File: config.mk
export PLATFORM = sky130hd
export DESIGN_NAME = dot_product_engine
export DESIGN_NICKNAME = d
export VERILOG_FILES = /design/src/rtl/dot_product_pkg.sv /design/src/rtl/dot_product_mac_lanes.sv /design/src/rtl/dot_product_engine.sv
export SDC_FILE = /design/constraint.sdc
export NUM_CORES = 2
export LEC_CHECK = 0
export ABC_CLOCK_PERIOD_IN_PS = 12400
export BUFFER_PORTS_ARGS = -buffer_cell sky130_fd_sc_hd__buf_2
export CELL_PAD_IN_SITES_DETAIL_PLACEMENT = 1
export CELL_PAD_IN_SITES_GLOBAL_PLACEMENT = 2
export CORE_MARGIN = 8
export CORE_UTILIZATION = 33
export CTS_CLUSTER_DIAMETER = 40
export DETAILED_ROUTE_END_ITERATION = 10
export PLACE_DENSITY = 0.79
export SYNTH_ARGS = -nofsm -noshare
export SYNTH_HDL_FRONTEND = slang
export SYNTH_SLANG_ARGS = --single-unit
File: constraint.sdc
create_clock -name clk -period 12.4 [get_ports clk]
set_input_delay 2.48 -clock clk [delete_from_list [all_inputs] [get_ports clk]]
set_output_delay 2.48 -clock clk [all_outputs]
set_load 0.01 [all_outputs]
File: src/rtl/dot_product_pkg.sv
// Shared types and width helpers for the dot-product engine.
package dot_product_pkg;

  typedef enum logic [2:0] {
    StIdle,
    StRdA,
    StRdB,
    StMac,
    StWr
  } state_e;

  localparam int unsigned StatBusy  = 0;
  localparam int unsigned StatDone  = 1;
  localparam int unsigned StatOvf   = 2;
  localparam int unsigned StatAbort = 3;

  function automatic int unsigned calc_lanes(input int unsigned data_w,
                                             input int unsigned elem_w);
    return data_w / elem_w;
  endfunction

  // Lane-sum width: ACC_W+1 for legal parameters, widened if ACC_W is too narrow to hold a word.
  function automatic int unsigned lane_sum_width(input int unsigned acc_w,
                                                 input int unsigned elem_w,
                                                 input int unsigned lanes);
    int unsigned need;
    need = 2 * elem_w + $clog2(lanes) + 1;
    return (need > acc_w + 1) ? need : acc_w + 1;
  endfunction

endpackage

File: src/rtl/dot_product_mac_lanes.sv
// Combinational LANES-wide multiply with per-lane masking and a summing tree.
module dot_product_mac_lanes
  import dot_product_pkg::*;
#(
  parameter int unsigned DATA_W = 32,
  parameter int unsigned ELEM_W = 8,
  parameter int unsigned LANES  = calc_lanes(DATA_W, ELEM_W),
  parameter int unsigned SUM_W  = 33
) (
  input  logic [DATA_W-1:0] a_i,
  input  logic [DATA_W-1:0] b_i,
  input  logic [LANES-1:0]  lane_mask_i,
  input  logic              signed_i,
  output logic [SUM_W-1:0]  sum_o
);

  localparam int unsigned ProdW = 2 * ELEM_W;

  logic [ELEM_W-1:0] a_e, b_e;
  logic [ProdW-1:0]  a_x, b_x, prod;

  always_comb begin
    sum_o = '0;
    a_e   = '0;
    b_e   = '0;
    a_x   = '0;
    b_x   = '0;
    prod  = '0;
    for (int unsigned i = 0; i < LANES; i++) begin
      a_e  = lane_mask_i[i] ? a_i[i*ELEM_W +: ELEM_W] : '0;
      b_e  = lane_mask_i[i] ? b_i[i*ELEM_W +: ELEM_W] : '0;
      a_x  = signed_i ? ProdW'($signed(a_e)) : ProdW'(a_e);
      b_x  = signed_i ? ProdW'($signed(b_e)) : ProdW'(b_e);
      // Low 2*ELEM_W bits of the extended product are exact in either mode.
      prod = a_x * b_x;
      sum_o = sum_o + (signed_i ? SUM_W'($signed(prod)) : SUM_W'(prod));
    end
  end

endmodule

File: src/rtl/dot_product_engine.sv
// Dot-product control core: fetches packed A/B words, accumulates, writes the result.
module dot_product_engine
  import dot_product_pkg::*;
#(
  parameter int unsigned ADDR_W = 32,
  parameter int unsigned DATA_W = 32,
  parameter int unsigned ELEM_W = 8,
  parameter int unsigned ACC_W  = 32
) (
  input  logic              clk,
  input  logic              rst,
  input  logic              start_in,
  input  logic              abort_in,
  input  logic              signed_in,
  input  logic              sat_in,
  input  logic [ADDR_W-1:0] addr_a_in,
  input  logic [ADDR_W-1:0] addr_b_in,
  input  logic [31:0]       length_in,
  input  logic [ADDR_W-1:0] addr_out_in,
  output logic [31:0]       status_out,
  output logic              read_req,
  output logic [ADDR_W-1:0] read_addr,
  input  logic [DATA_W-1:0] read_data,
  input  logic              read_data_valid,
  output logic              write_req,
  output logic [ADDR_W-1:0] write_addr,
  output logic [DATA_W-1:0] write_data,
  input  logic              write_done
);

  localparam int unsigned LANES = calc_lanes(DATA_W, ELEM_W);
  localparam int unsigned SUM_W = lane_sum_width(ACC_W, ELEM_W, LANES);
  localparam int unsigned TOT_W = SUM_W + 1;
  localparam int unsigned REM_W = (LANES > 1) ? $clog2(LANES) : 1;
  localparam logic [ADDR_W-1:0] WordBytes = ADDR_W'(DATA_W / 8);

  state_e            state_q, state_d;
  logic              start_q, start_d;
  logic              busy_q, busy_d, done_q, done_d, ovf_q, ovf_d, aborted_q, aborted_d;
  logic              abort_pend_q, abort_pend_d;
  logic              signed_q, signed_d, sat_q, sat_d;
  logic [ADDR_W-1:0] addr_a_q, addr_a_d, addr_b_q, addr_b_d, addr_out_q, addr_out_d;
  logic [31:0]       words_q, words_d;
  logic [REM_W-1:0]  rem_q, rem_d;
  logic [ACC_W-1:0]  acc_q, acc_d;
  logic [DATA_W-1:0] a_q, a_d, b_q, b_d;
  logic              read_req_q, read_req_d, write_req_q, write_req_d;
  logic [ADDR_W-1:0] read_addr_q, read_addr_d, write_addr_q, write_addr_d;
  logic [DATA_W-1:0] write_data_q, write_data_d;

  logic [LANES-1:0]     lane_mask;
  logic [SUM_W-1:0]     lane_sum;
  logic [TOT_W-1:0]     acc_ext, sum_ext, total;
  logic [TOT_W-ACC_W:0] upper;
  logic [ACC_W-1:0]     sat_val, acc_mac;
  logic                 mac_ovf;
  logic [31:0]          rem_full;
  logic                 start_edge, req_out, strobe;

  dot_product_mac_lanes #(
    .DATA_W (DATA_W),
    .ELEM_W (ELEM_W),
    .LANES  (LANES),
    .SUM_W  (SUM_W)
  ) u_mac_lanes (
    .a_i         (a_q),
    .b_i         (b_q),
    .lane_mask_i (lane_mask),
    .signed_i    (signed_q),
    .sum_o       (lane_sum)
  );

  // Only the final word of a ragged vector has its upper lanes masked.
  always_comb begin
    lane_mask = '1;
    if (words_q == 32'd1 && rem_q != '0) begin
      for (int i = 0; i < int'(LANES); i++) begin
        lane_mask[i] = (i < int'(rem_q));
      end
    end
  end

  always_comb begin
    acc_ext = signed_q ? TOT_W'($signed(acc_q)) : TOT_W'(acc_q);
    sum_ext = signed_q ? TOT_W'($signed(lane_sum)) : TOT_W'(lane_sum);
    total   = acc_ext + sum_ext;
    upper   = total[TOT_W-1:ACC_W-1];
    if (signed_q) begin
      mac_ovf = !((&upper) || !(|upper));
      sat_val = total[TOT_W-1] ? {1'b1, {(ACC_W-1){1'b0}}} : {1'b0, {(ACC_W-1){1'b1}}};
    end else begin
      mac_ovf = |upper[TOT_W-ACC_W:1];
      sat_val = '1;
    end
    acc_mac = (mac_ovf && sat_q) ? sat_val : total[ACC_W-1:0];
  end

  always_comb begin
    state_d      = state_q;
    start_d      = start_in;
    busy_d       = busy_q;
    done_d       = done_q;
    ovf_d        = ovf_q;
    aborted_d    = aborted_q;
    abort_pend_d = abort_pend_q;
    signed_d     = signed_q;
    sat_d        = sat_q;
    addr_a_d     = addr_a_q;
    addr_b_d     = addr_b_q;
    addr_out_d   = addr_out_q;
    words_d      = words_q;
    rem_d        = rem_q;
    acc_d        = acc_q;
    a_d          = a_q;
    b_d          = b_q;
    read_req_d   = read_req_q;
    read_addr_d  = read_addr_q;
    write_req_d  = write_req_q;
    write_addr_d = write_addr_q;
    write_data_d = write_data_q;

    start_edge = start_in & ~start_q;
    req_out    = read_req_q | write_req_q;
    strobe     = (read_req_q & read_data_valid) | (write_req_q & write_done);
    rem_full   = length_in % LANES;

    if (state_q != StIdle && (abort_in || abort_pend_q)) begin
      // An in-flight request is allowed to complete; its response is dropped.
      if (req_out && !strobe) begin
        abort_pend_d = 1'b1;
      end else begin
        state_d      = StIdle;
        read_req_d   = 1'b0;
        write_req_d  = 1'b0;
        busy_d       = 1'b0;
        done_d       = 1'b0;
        aborted_d    = 1'b1;
        abort_pend_d = 1'b0;
      end
    end else begin
      unique case (state_q)
        StIdle: begin
          if (start_edge) begin
            addr_a_d     = addr_a_in;
            addr_b_d     = addr_b_in;
            addr_out_d   = addr_out_in;
            words_d      = length_in / LANES + 32'(rem_full != 32'd0);
            rem_d        = REM_W'(rem_full);
            signed_d     = signed_in;
            sat_d        = sat_in;
            acc_d        = '0;
            busy_d       = 1'b1;
            done_d       = 1'b0;
            ovf_d        = 1'b0;
            aborted_d    = 1'b0;
            abort_pend_d = 1'b0;
            state_d      = (length_in == 32'd0) ? StWr : StRdA;
          end
        end
        StRdA: begin
          if (!read_req_q) begin
            read_req_d  = 1'b1;
            read_addr_d = addr_a_q;
          end else if (read_data_valid) begin
            read_req_d = 1'b0;
            a_d        = read_data;
            state_d    = StRdB;
          end
        end
        StRdB: begin
          if (!read_req_q) begin
            read_req_d  = 1'b1;
            read_addr_d = addr_b_q;
          end else if (read_data_valid) begin
            read_req_d = 1'b0;
            b_d        = read_data;
            addr_a_d   = addr_a_q + WordBytes;
            addr_b_d   = addr_b_q + WordBytes;
            state_d    = StMac;
          end
        end
        StMac: begin
          acc_d   = acc_mac;
          ovf_d   = ovf_q | mac_ovf;
          words_d = words_q - 32'd1;
          state_d = (words_q == 32'd1) ? StWr : StRdA;
        end
        StWr: begin
          if (!write_req_q) begin
            write_req_d  = 1'b1;
            write_addr_d = addr_out_q;
            write_data_d = signed_q ? DATA_W'($signed(acc_q)) : DATA_W'(acc_q);
          end else if (write_done) begin
            write_req_d = 1'b0;
            busy_d      = 1'b0;
            done_d      = 1'b1;
            state_d     = StIdle;
          end
        end
        default: state_d = StIdle;
      endcase
    end
  end

  always_ff @(posedge clk) begin
    if (rst) begin
      state_q      <= StIdle;
      start_q      <= 1'b0;
      busy_q       <= 1'b0;
      done_q       <= 1'b0;
      ovf_q        <= 1'b0;
      aborted_q    <= 1'b0;
      abort_pend_q <= 1'b0;
      signed_q     <= 1'b0;
      sat_q        <= 1'b0;
      addr_a_q     <= '0;
      addr_b_q     <= '0;
      addr_out_q   <= '0;
      words_q      <= '0;
      rem_q        <= '0;
      acc_q        <= '0;
      a_q          <= '0;
      b_q          <= '0;
      read_req_q   <= 1'b0;
      read_addr_q  <= '0;
      write_req_q  <= 1'b0;
      write_addr_q <= '0;
      write_data_q <= '0;
    end else begin
      state_q      <= state_d;
      start_q      <= start_d;
      busy_q       <= busy_d;
      done_q       <= done_d;
      ovf_q        <= ovf_d;
      aborted_q    <= aborted_d;
      abort_pend_q <= abort_pend_d;
      signed_q     <= signed_d;
      sat_q        <= sat_d;
      addr_a_q     <= addr_a_d;
      addr_b_q     <= addr_b_d;
      addr_out_q   <= addr_out_d;
      words_q      <= words_d;
      rem_q        <= rem_d;
      acc_q        <= acc_d;
      a_q          <= a_d;
      b_q          <= b_d;
      read_req_q   <= read_req_d;
      read_addr_q  <= read_addr_d;
      write_req_q  <= write_req_d;
      write_addr_q <= write_addr_d;
      write_data_q <= write_data_d;
    end
  end

  always_comb begin
    status_out            = '0;
    status_out[StatBusy]  = busy_q;
    status_out[StatDone]  = done_q;
    status_out[StatOvf]   = ovf_q;
    status_out[StatAbort] = aborted_q;
  end

  assign read_req   = read_req_q;
  assign read_addr  = read_addr_q;
  assign write_req  = write_req_q;
  assign write_addr = write_addr_q;
  assign write_data = write_data_q;

endmodule

Yosys cells after proc, flatten, opt, wreduce, memory -nomap -nowiden
Cells that the tools add are included.

cells by class
  reduce and logical (&&, ||, !) cells = 39
  multiplexer cells = 79
  magnitude comparators = 3
  $mul = 4
  equality and inequality tests = 18
  bitwise gates (word level) = 9
  add/sub/neg operators = 8

operators with widths
  operator                                                                count
  32-bit two-way mux                                                      13
  32-bit one-hot mux with 2 select lines                                  5
  33-bit two-way mux                                                      4
  16-bit two-way mux                                                      8
  33-bit adder                                                            3
  34-bit two-way mux                                                      2
  32-bit by 3-bit adder with 32-bit output, second input constant         2
  16-bit by 16-bit multiplier with 16-bit output                          4
  8-bit two-way mux                                                       8
  34-bit adder                                                            1
  3-bit two-way mux                                                       11
  32-bit by 1-bit equality test with 1-bit output, second input constant  1
  32-bit logical NOT                                                      1
  32-bit nonzero test                                                     1
  32-bit by 1-bit subtractor with 32-bit output, second input constant    1
  30-bit by 1-bit adder with 31-bit output                                1
  1-bit two-way mux                                                       23
  3-bit != test, second input constant                                    7
  2-bit nonzero test                                                      8
  3-bit one-hot mux with 5 select lines                                   1
  3-bit AND reduction                                                     5
  2-bit != test, second input constant                                    6
  4-bit AND reduction                                                     3
  5-bit AND reduction                                                     2
  other kinds (19)                                                        39

word-level totals
  output and inout port bits = 130
  bits in registers = 335

Depth between registers and ports, before layout
  word-level depth = 20
  mapped depth = 51
  gate-level depth less buffers = 49

By module
Synthesis repeated with hierarchy kept, for this count alone.

unflattened totals
  cells, all modules = 4210
  area, all modules = 33428.3 um^2

by module, submodules not included
  module                 area an instance (um^2)  times used  cells each
  dot_product_engine     17127.7                  1           2331
  dot_product_mac_lanes  16300.6                  1           1879

Least setup slack after synthesis
OpenSTA, ideal clock, no wires.

  path type = reg2reg
  start = register words_q[8]
  end = register acc_q[1]
  path buffers = 5
  required time = 12278 ps
  slack = 730 ps
  data arrival time = 11548 ps
  cell stages (with the launch flop) = 48
  path through = dfxtp_1 buf_6 nor4_4 nand3_2 nor4_4 nand2_2 clkbuf_1 clkbuf_1 and3_1 fa_1 inv_1 fa_1 inv_1 fa_1 inv_1 fa_1 inv_1 fa_1 (+12 left out) fa_1 ha_1 nand2b_1 or2_2 o21ai_0 clkbuf_1 a21o_1 ha_1 and4_1 and4_1 a2111o_1 a311o_1 o21ai_1 and3_1 o211ai_1 o2111a_1 buf_2 a221o_1

between the ends
  word-level cells in the longest chain between the ends = 20
  elaborated cells between the ends (all ways) = 44
  those cells by class = add/sub (4); mul (4); eq/ne (1); mux (27); reduce/logical (8)

RTL lines
  what                                                 line                                                      text
  from (decl)                                          dot_product_engine.sv:43                                  logic [31:0] words_q, words_d;
  from (signal assigned)                               dot_product_engine.sv:242                                 words_q <= words_d;
  32-bit by 1-bit equality test with 1-bit output (*)  dot_product_engine.sv:76                                  if (words_q == 32'd1 && rem_q != '0) begin
  1-bit logical AND (*)                                dot_product_engine.sv:76
  4-bit two-way mux (*)                                dot_product_engine.sv:76
  8-bit two-way mux (on tied branches)                 dot_product_mac_lanes.sv:30, dot_product_mac_lanes.sv:31
  16-bit two-way mux (on tied branches)                dot_product_mac_lanes.sv:32, dot_product_mac_lanes.sv:33
  16-bit by 16-bit multiplier with 16-bit output       dot_product_mac_lanes.sv:35                               prod = a_x * b_x;
  33-bit two-way mux                                   dot_product_mac_lanes.sv:36                               sum_o = sum_o + (signed_i ? SUM_W'($signed(prod)) : SUM_W'(prod));
  33-bit adder (2 in a row)                            dot_product_mac_lanes.sv:36
  (+3 left out)                                        -
  3-bit OR reduction                                   dot_product_engine.sv:89                                  mac_ovf = !((&upper) || !(|upper));
  1-bit logical NOT                                    dot_product_engine.sv:89
  1-bit logical OR                                     dot_product_engine.sv:89
  1-bit logical NOT                                    dot_product_engine.sv:89
  1-bit two-way mux                                    dot_product_engine.sv:88                                  if (signed_q) begin
  1-bit logical AND                                    dot_product_engine.sv:95                                  acc_mac = (mac_ovf && sat_q) ? sat_val : total[ACC_W-1:0];
  32-bit two-way mux (*)                               dot_product_engine.sv:95
  32-bit one-hot mux with 2 select lines (*)           dot_product_engine.sv:141                                 unique case (state_q)
  to (signal assigned)                                 dot_product_engine.sv:221                                 acc_q <= '0;
  to (signal assigned)                                 dot_product_engine.sv:244                                 acc_q <= acc_d;
  to (decl)                                            dot_product_engine.sv:45                                  logic [ACC_W-1:0] acc_q, acc_d;

Every way passes the cells marked *; elsewhere a longest branch is shown, timed or not.
A chain may end at the register's enable or synchronous reset.

Final worst setup path
  start = register words_q[11]
  end = register acc_q[0]

The elaborated chain is that of the path after synthesis.

==> impl_metrics.env <==
export IMPL_status="completed"
export IMPL_grt_pass1_vias=30540
export IMPL_place_congestion=0.8372
export IMPL_vias_per_cell=5.082
export IMPL_peakVddDrop_uv=100.3
export IMPL_die_height_um=331.9
export IMPL_hp_class="register to register"
export IMPL_clock_fmax_ghz=0.08411
export IMPL_die_w_um=331.9
export IMPL_p_leak_nw=18.28
export IMPL_clk_latency_ps=650
export IMPL_syn_mean_instance_area_sq_um=8.039
export IMPL_max_slew_margin_rel_pct=20.14
export IMPL_crit_top_cell="fa_1"
export IMPL_drc=0
export IMPL_arrival_ps=12400
export IMPL_ios=298
export IMPL_ys_ff_latch=335
export IMPL_cts_tree="built"
export IMPL_core_area_sq_um=99570
export IMPL_cp_max_fo=20
export IMPL_finalNonFillerCells=5666
export IMPL_async_flop_share_pct=0
export IMPL_root_buffer="clkbuf_16"
export IMPL_dp_hpwl_mm=79.71
export IMPL_tns_ps=0
export IMPL_drt_iter0_drc=1333
export IMPL_cp_slowest_cell="fa_1"
export IMPL_htreeDepth=3
export IMPL_yosysWarningCount=0
export IMPL_clockBufferDepth=3
export IMPL_final_common_cell="nand2_1"
export IMPL_grtUsageTotal_pct=18.80
export IMPL_syn_inst=4097
export IMPL_first_pass_iters=5
export IMPL_drive_gt1_share_pct=13.46
export IMPL_final_cell_mix="nand2_1 (614), inv_1 (527), dfxtp_1 (335), fa_1 (331), a21oi_1 (321)"
export IMPL_placed_cells=5496
export IMPL_whs_ps=435.3
export IMPL_setup_viol=0
export IMPL_cts_sinks=335
export IMPL_die_area_sq_um=110200
export IMPL_grt_max_degree=112
export IMPL_start_util_pct=33.08
export IMPL_wl_mm=106.6
export IMPL_drv_slew=0
export IMPL_cts_hold_buffers_added=0
export IMPL_fin_crit_ps=11890
export IMPL_tightest_slew_ps=1193
export IMPL_area_delta_synth_final_pct=17.89
export IMPL_path_clk_slew_ps=50
export IMPL_hold_viol=0
export IMPL_n_fill_cell=11980
export IMPL_overflow=0
export IMPL_p_per_area_nw_per_um2=104.3
export IMPL_numCtsBuffers=75
export IMPL_fin_crit_sh_pct=95.88
export IMPL_io_buffers=269
export IMPL_ant_nets=0
export IMPL_rows=116
export IMPL_synth_edf_count=0
export IMPL_synth_cell_types=81
export IMPL_nets=5064
export IMPL_yosys_most_used_dff="dfxtp_1"
export IMPL_avgRoutedWirePerCell_um=18.82
export IMPL_netlist_area_sq_um=32940
export IMPL_drv_cap=0
export IMPL_required_ps=12910
export IMPL_antenna_found_initial=15
export IMPL_grt_pass1_wl_mm=170.7
export IMPL_start_kind="register"
export IMPL_skew_ps=54.12
export IMPL_crit_type="register to register"
export IMPL_slowest_delay_ps=550
export IMPL_synth_seq_area_share_pct=20.36
export IMPL_via_count=28800
export IMPL_worstSetupEndpointType="register"
[critical path, delay by kind of cell, from the launching register on]
family / cells / cell delay, ps
flip-flops: 1 / 340
AO/OA/AOI/OAI: 12 / 2670
adder cells (fa/ha/maj): 11 / 4980
buffers and inverters: 12 / 1530
AND/OR/NAND/NOR: 10 / 2060
XOR/XNOR: 1 / 180
[area by class of cell]
class | instances | area (sq um) | share of cell area, %
Antenna cell | 7 | 17.52 | 0.04511
Clock buffer | 87 | 2043 | 5.262
Clock inverter | 51 | 713.2 | 1.837
Inverter | 529 | 1986 | 5.114
Multi-Input combinational cell | 3011 | 23660 | 60.94
Sequential cell | 335 | 6706 | 17.27
Tap cell | 1298 | 1624 | 4.183
Timing Repair Buffer | 348 | 2074 | 5.343
[registers in the layout, indices dropped and copies added, names as in the netlist]
name	cells
write_addr	32
state_q	3
acc_q	32
write_req	1
abort_pend_q	1
read_req	1
ovf_q	1
words_q	32
write_data	32
a_q	32
addr_b_q	32
start_q	1
done_q	1
aborted_q	1
sat_q	1
rem_q	2
busy_q	1
addr_out_q	32
b_q	32
signed_q	1
read_addr	32
addr_a_q	32
[synthesized netlist by cell type, types with 11 or more instances]
| cell | number | area share, % |
|---|---|---|
| nand2_1 | 616 | 7.0 |
| inv_1 | 529 | 6.0 |
| dfxtp_1 | 335 | 20 |
| fa_1 | 335 | 20 |
| a21oi_1 | 324 | 4.9 |
| ha_1 | 261 | 9.9 |
| nor2_1 | 239 | 2.7 |
| clkbuf_1 | 195 | 2.2 |
| and3_1 | 194 | 3.7 |
| xnor2_1 | 147 | 3.9 |
| o21ai_0 | 131 | 2.0 |
| nand3_1 | 106 | 1.6 |
| and2_1 | 90 | 1.7 |
| nor3_1 | 65 | 0.99 |
| xor2_1 | 49 | 1.3 |
| a21o_1 | 39 | 0.89 |
| a311oi_1 | 38 | 1.0 |
| a211oi_1 | 36 | 0.82 |
| buf_4 | 33 | 0.75 |
| a221o_1 | 30 | 0.91 |
| a22oi_1 | 27 | 0.62 |
| nor4_1 | 21 | 0.40 |
| o22ai_1 | 18 | 0.34 |
| nand4_1 | 17 | 0.32 |
| nand2b_1 | 15 | 0.28 |
| buf_1 | 13 | 0.15 |
| nor2b_1 | 13 | 0.25 |
| or3_1 | 13 | 0.25 |
| a31oi_1 | 12 | 0.23 |
| o31ai_1 | 12 | 0.27 |
| or2_2 | 11 | 0.21 |
[kinds of logic (layout without fill, tap and decap cells)]
logic type | Yosys count | in the layout | share of synthesized area (%)
AO/OA/AOI/OAI | 752 | 754 | 14.23
other | 1 | 35 | 0.01139
XOR/XNOR | 198 | 198 | 5.349
flip-flops | 335 | 335 | 20.36
buffers and inverters | 780 | 1015 | 9.341
adder cells (fa/ha/maj) | 596 | 596 | 30.28
multiplexers | 1 | 1 | 0.03039
AND/OR/NAND/NOR | 1434 | 1434 | 20.40
[metrics by stage]
step | worst slack (ps) | util (%) | cell area (sq um) | power, mW
3_3_place_gp | 281.8 | 35.58 | 35430 | 1.880
4_1_cts | 12.19 | 38.36 | 38200 | 4.103
5_1_grt | -73.11 | 38.98 | 38810 | 4.247
3_5_place_dp | -18.41 | 35.58 | 35430 | 1.892
2_1_floorplan | 730.2 | - | 33040 | 1.668
6_report | 510.5 | 39.00 | 38830 | 4.049
[layer usage]
metal  track usage (%)  wire length (um)
met5                 0                79
met4             4.896              2619
met3             3.650              4912
met2             31.89             50570
met1             24.42             48460
[what timing repair did]
item / in CTS / in global routing
resized for setup: 2 / 83
endpoints found under the setup margin: 30 / 33
buffers inserted: 0 / 18
pin swaps: 0 / 39
cloned: 0 / 7
[report_power, final]
part | switching (mW) | internal [mW] | total (mW)
sequential | 0.120 | 1.18 | 1.30
combinational | 0.370 | 0.206 | 0.577
clock | 0.743 | 1.43 | 2.17
total | 1.23 | 2.82 | 4.05
[final timing paths]
path | end | from | depth (start not counted) | slack, ps
worst max-delay path | acc_q[0] | words_q[11] | 46 | 510
worst min-delay path | write_addr[10] | addr_out_q[10] | 2 | 440
worst max register to register | acc_q[0] | words_q[11] | 46 | 510
worst min register to register | write_addr[10] | addr_out_q[10] | 2 | 440
Power figures use the tool's default switching activity.
